$ cat config.mk
export PLATFORM = sky130hd
export DESIGN_NAME = proc_loader
export DESIGN_NICKNAME = d
export VERILOG_FILES = /design/src/rtl/proc_loader.sv
export SDC_FILE = /design/constraint.sdc
export NUM_CORES = 1
export LEC_CHECK = 0
export BUFFER_PORTS_ARGS = -buffer_cell sky130_fd_sc_hd__buf_2
export CAP_MARGIN = 15
export CORE_MARGIN = 2
export CORE_UTILIZATION = 40
export CTS_CLUSTER_DIAMETER = 40
export DETAILED_ROUTE_END_ITERATION = 12
export HOLD_SLACK_MARGIN = 0.08
export PLACE_DENSITY = 0.69
export SYNTH_ARGS = -nofsm -noshare
export SYNTH_HDL_FRONTEND = slang
export SYNTH_SLANG_ARGS = --single-unit
$ cat constraint.sdc
create_clock -name clk -period 3.55 [get_ports clk]
set_clock_uncertainty 0.15 [all_clocks]
set_input_delay 0 -clock clk [delete_from_list [all_inputs] [get_ports clk]]
set_output_delay 0 -clock clk [all_outputs]
set_load 0.05 [all_outputs]
$ cat src/rtl/proc_loader.sv
// Boot-time program loader: takes a little-endian byte stream (4-byte start address, 4-byte word count,
// then the data words), writes each assembled 32-bit word to memory and holds the processor in reset until the load completes.
// Latency: the write strobe is registered and appears in the cycle after the 4th byte of a word. Backpressure: in_rdy drops during WRITE, DONE and ERR.
//
// Ports:
//   clk, rst              clock; asynchronous active-low reset
//   in_val/in_rdy/in_data byte stream (a byte transfers when in_val & in_rdy)
//   load_start            one-cycle pulse that re-arms the loader from DONE or ERR
//   ext_dmemreq_*         memory write port: one-cycle strobe per word, with byte address and data
//   proc_rst              processor reset; low only in DONE
//   busy/done/err         status flags, registered together with the state
//   words_written         number of words written by the current load
module proc_loader #(
  parameter int unsigned MAX_WORDS = 256
) (
  input  logic        clk,
  input  logic        rst,
  input  logic        in_val,
  output logic        in_rdy,
  input  logic [7:0]  in_data,
  input  logic        load_start,
  output logic        ext_dmemreq_val,
  output logic        ext_dmemreq_type,
  output logic [31:0] ext_dmemreq_addr,
  output logic [31:0] ext_dmemreq_wdata,
  output logic        proc_rst,
  output logic        busy,
  output logic        done,
  output logic        err,
  output logic [31:0] words_written
);

  typedef enum logic [2:0] {
    S_HDR_ADDR, S_HDR_CNT, S_DATA, S_WRITE, S_DONE, S_ERR
  } state_t;

  state_t      state_q, state_d;
  logic [1:0]  idx_q, idx_d;          // byte position within the current 32-bit field
  logic [23:0] asm_q, asm_d;          // bytes 0..2 of the field; byte 3 is taken straight from in_data
  logic [31:0] cnt_q, cnt_d;          // word count N from the header
  logic [31:0] wr_addr_q, wr_addr_d;  // address for the next word; wraps at 32 bits
  logic [31:0] words_q, words_d;
  logic        in_rdy_q, in_rdy_d;
  logic        val_q, val_d;
  logic [31:0] addr_q, addr_d;
  logic [31:0] wdata_q, wdata_d;
  logic        proc_rst_q, proc_rst_d;
  logic        busy_q, busy_d;
  logic        done_q, done_d;
  logic        err_q, err_d;

  logic        acc;
  logic [31:0] field;

  // in_rdy is registered, so it can be qualified here without a combinational path back to in_rdy.
  assign acc   = in_val & in_rdy_q;
  assign field = {in_data, asm_q};

  always_comb begin
    state_d   = state_q;
    idx_d     = idx_q;
    asm_d     = asm_q;
    cnt_d     = cnt_q;
    wr_addr_d = wr_addr_q;
    words_d   = words_q;
    addr_d    = 32'd0;
    wdata_d   = 32'd0;

    // Collect stream bytes in every state that accepts them; the state logic below
    // only acts when the 4th byte of a field arrives.
    if (acc) begin
      idx_d = idx_q + 2'd1;
      case (idx_q)
        2'd0:    asm_d[7:0]   = in_data;
        2'd1:    asm_d[15:8]  = in_data;
        2'd2:    asm_d[23:16] = in_data;
        default: asm_d        = asm_q;
      endcase
    end

    case (state_q)
      S_HDR_ADDR: begin
        if (acc && idx_q == 2'd3) begin
          wr_addr_d = field;
          state_d   = (field[1:0] != 2'b00) ? S_ERR : S_HDR_CNT;
        end
      end
      S_HDR_CNT: begin
        if (acc && idx_q == 2'd3) begin
          cnt_d = field;
          if (field == 32'd0)                 state_d = S_DONE;
          else if (field > 32'(MAX_WORDS))    state_d = S_ERR;
          else                                state_d = S_DATA;
        end
      end
      S_DATA: begin
        if (acc && idx_q == 2'd3) begin
          state_d = S_WRITE;
          addr_d  = wr_addr_q;
          wdata_d = field;
        end
      end
      S_WRITE: begin
        words_d   = words_q + 32'd1;
        wr_addr_d = wr_addr_q + 32'd4;
        state_d   = (words_q + 32'd1 == cnt_q) ? S_DONE : S_DATA;
      end
      S_DONE, S_ERR: begin
        if (load_start) begin
          state_d = S_HDR_ADDR;
          words_d = 32'd0;
          idx_d   = 2'd0;
        end
      end
      default: state_d = S_HDR_ADDR;
    endcase

    // All outputs are decoded from the next state, so they change in the same cycle as the state.
    in_rdy_d   = (state_d == S_HDR_ADDR) || (state_d == S_HDR_CNT) || (state_d == S_DATA);
    busy_d     = in_rdy_d || (state_d == S_WRITE);
    val_d      = (state_d == S_WRITE);
    done_d     = (state_d == S_DONE);
    err_d      = (state_d == S_ERR);
    proc_rst_d = (state_d != S_DONE);
  end

  always_ff @(posedge clk or negedge rst) begin
    if (!rst) begin
      state_q    <= S_HDR_ADDR;
      idx_q      <= 2'd0;
      asm_q      <= 24'd0;
      cnt_q      <= 32'd0;
      wr_addr_q  <= 32'd0;
      words_q    <= 32'd0;
      in_rdy_q   <= 1'b1;
      val_q      <= 1'b0;
      addr_q     <= 32'd0;
      wdata_q    <= 32'd0;
      proc_rst_q <= 1'b1;
      busy_q     <= 1'b1;
      done_q     <= 1'b0;
      err_q      <= 1'b0;
    end else begin
      state_q    <= state_d;
      idx_q      <= idx_d;
      asm_q      <= asm_d;
      cnt_q      <= cnt_d;
      wr_addr_q  <= wr_addr_d;
      words_q    <= words_d;
      in_rdy_q   <= in_rdy_d;
      val_q      <= val_d;
      addr_q     <= addr_d;
      wdata_q    <= wdata_d;
      proc_rst_q <= proc_rst_d;
      busy_q     <= busy_d;
      done_q     <= done_d;
      err_q      <= err_d;
    end
  end

  assign in_rdy            = in_rdy_q;
  assign ext_dmemreq_val   = val_q;
  assign ext_dmemreq_type  = val_q;
  assign ext_dmemreq_addr  = addr_q;
  assign ext_dmemreq_wdata = wdata_q;
  assign proc_rst          = proc_rst_q;
  assign busy              = busy_q;
  assign done              = done_q;
  assign err               = err_q;
  assign words_written     = words_q;

endmodule

==> out/qor.yml <==
insertion_delay_ps: 440
gr-total-overflow: 0
synth_flop_cell: "dfrtp_1"
drt_iter0_markers: 609
dieArea_um2: 24200
slowest_stage: "nor4_1"
grt_pass1_wl_mm: 37.8
cts_buffer_depth: 2
finalSetupTns_ps: 0
vias: 7246
wirelength_mm: 23.7
worst_pin_slew_ps: 846
crit_chain: "ha_1 > nand3_1 > or3_1 > nor4_1 > mux2i_1 > o211a_1 > nand4_1 > o22ai_2 > and2_1"
io_buffer_count: 114
worstPathMaxFanout: 6
irDropWorstVdd_mv: 0.396
htreeDepth: 4
met2_wirelength_mm: 11.2
grtUsageTotal_pct: 19.9
yosysUniqueCellTypes: 66
endpoint_kind: "register"
first_pass_iters: 5
via_per_inst: 5.64
fin_crit_sh_pct: 94.7
layout.nets: 1005
power_density_nw_per_um2: 736
ctsResizeCount: 0
drive_gt1_share_pct: 23.8
cp.required_ps: 3770
area_growth_syn_to_layout_pct: 17.3
die_y_um: 155
whs_ps: 51.8
criticalPathCategory: "reg2reg"
syn_area_per_cell_um2: 10.4
finalSetupViolCount: 0
synth_nets: 896
cts.root.buffer_cell: "clkbuf_16"
worst_slack_ps: 189
ant_nets: 0
async_flop_share_pct: 100
ff2ff_setup_slack_ps: 190
r2r-end: "done$_DFF_PN0_"
fillers: 2087
maxCapViolCount: 0
row_count: 55
topRoutingLayerUsed: "met4"
slew_headroom_pct: 43.6
drv_slew: 0
synth_area_um2: 9170
antenna_found_initial: 0
antenna_cells: 0
rsz0062_at_grt: "no"
grt_max_degree: 103
gp_congestion: 0.889
status: "finished clean"
synth_seq_area_share_pct: 53.2
rr_startpoint: "words_written[1]$_DFFE_PN0P_"
postLayoutCoreUtil_pct: 47.7
detailed_place_hpwl_mm: 16.5
dpl_cell_area_um2: 10100
cp.arrival_ps: 3580
cts_tree: "done"
min_path_type: "in2async"
reg2regPathDepth: 9
path_clk_slew_ps: 70
routedWlPerCell_um: 18.4
fmax_ghz: 0.298
io_pins: 115
post-place-ws_ps: 300
grt_pass1_vias: 6845
clkSinkCount: 195
drcViolationCount: 0
die_x_um: 155
layout_commonest_cell: "dfrtp_1"
wl_met3_mm: 1.32
startpoint_type: "register"
leakage_nw: 4.99
m1WireLength_mm: 10.7
cts_buffers: 17
synth-edff-count: 0
core-area_um2: 22600
final_cell_area_um2: 10800
ys_warn_count: 0
period_minus_slack_ps: 3360
start_util_pct: 40.6
synth-seq-cells: 195
layout_common_cells: "192 x dfrtp_1, 113 x buf_2, 75 x nand2_1"
hold_viol: 0
synthCells: 878
slowest_delay_ps: 520
worstSetupStartpoint: "words_written[1]$_DFFE_PN0P_"
synth_stat cells, drive strengths merged, types with 5 or more instances:
| cell | count | area [um^2] |
|---|---|---|
| a211oi | 10 | 80.1 |
| a21oi | 24 | 120 |
| a221o | 6 | 60.1 |
| a31oi | 9 | 56.3 |
| and2 | 69 | 432 |
| and3 | 14 | 87.6 |
| and4 | 5 | 43.8 |
| buf | 13 | 65.1 |
| clkbuf | 38 | 144 |
| dfrtp | 192 | 4800 |
| ha | 6 | 75.1 |
| inv | 15 | 56.3 |
| mux2 | 55 | 619 |
| mux2i | 5 | 50.1 |
| nand2 | 76 | 285 |
| nand2b | 7 | 43.8 |
| nand3 | 25 | 130 |
| nand4 | 19 | 134 |
| nor2 | 62 | 233 |
| nor2b | 7 | 43.8 |
| nor3 | 25 | 125 |
| nor3b | 5 | 37.5 |
| nor4 | 18 | 140 |
| o211ai | 5 | 37.5 |
| o21ai | 58 | 290 |
| o22ai | 5 | 37.5 |
| o31ai | 15 | 113 |
| o41ai | 6 | 52.6 |
| xnor2 | 29 | 254 |
| xor2 | 13 | 114 |
critical path: cells and delay by family, from the launching register on:
family          cells  cell delay (ps)
mux                 1              280
compound gates      2              500
simple gates        5             1570
flops               1              490
fa+ha+maj           1              310
power by group:
group / internal [mW] / leakage, nW / total [mW] / switching [mW]
Clock: 0.968 / 0.293 / 1.93 / 0.962
Sequential: 2.83 / 2.54 / 3.74 / 0.907
Combinational: 0.993 / 2.16 / 2.26 / 1.26
Total: 4.79 / 4.99 / 7.93 / 3.13
metrics by stage:
stage               std cells  total power [mW]
floorplan                 878              5.21
global placement         1242              5.95
detailed placement       1242              6.01
CTS                      1285              7.96
global route             1285              8.37
finish                   1285              7.93
per-layer routing:
metal	vias to the layer above	GRT usage (%)
met3	37	3.84
li1	3357	-
met1	3592	27.6
met4	0	7.12
met2	260	31.3
met5	-	0
sequential cells by signal (all words and copies together), names as in the netlist:
register	flops
done	1
ext_dmemreq_addr	32
words_written	32
state_q	3
asm_q	24
cnt_q	32
proc_rst	1
busy	1
err	1
idx_q	2
ext_dmemreq_type	1
in_rdy	1
ext_dmemreq_wdata	32
wr_addr_q	32
worst max path at each step:
| stage | end | slack (ps) | depth (start not counted) |
|---|---|---|---|
| finish | done$_DFF_PN0_ | 190 | 9 |
| global placement | done$_DFF_PN0_ | 540 | 9 |
| CTS | done$_DFF_PN0_ | 270 | 9 |
| detailed placement | done$_DFF_PN0_ | 300 | 9 |
| floorplan | done$_DFF_PN0_ | 470 | 10 |
| global route | done$_DFF_PN0_ | 30 | 9 |
final cells by class:
cell class	count	area [um^2]	area share (%)
tap	285	357	3.31
timing repair buffer	141	822	7.64
multi-input combinational	617	4050	37.6
sequential	195	4880	45.4
inverter	15	56.3	0.523
clock buffer	18	439	4.08
clock inverter	14	159	1.48
timing repair:
item / CTS / global route
buffers inserted: 0 / 0
endpoints found under the hold margin: 155 / 0
hold buffers: 11 / 0
cells by family (layout without fill, tap and decap cells):
logic type	count (synthesis)	after routing	synth area share, %
simple gates	343	343	19.8
flops	195	195	53.2
compound gates	166	166	11.9
buf+inv	66	188	2.89
mux	60	60	7.30
xor+xnor	42	42	4.01
fa+ha+maj	6	6	0.818
No activity file was read; power rests on OpenSTA's default activity.
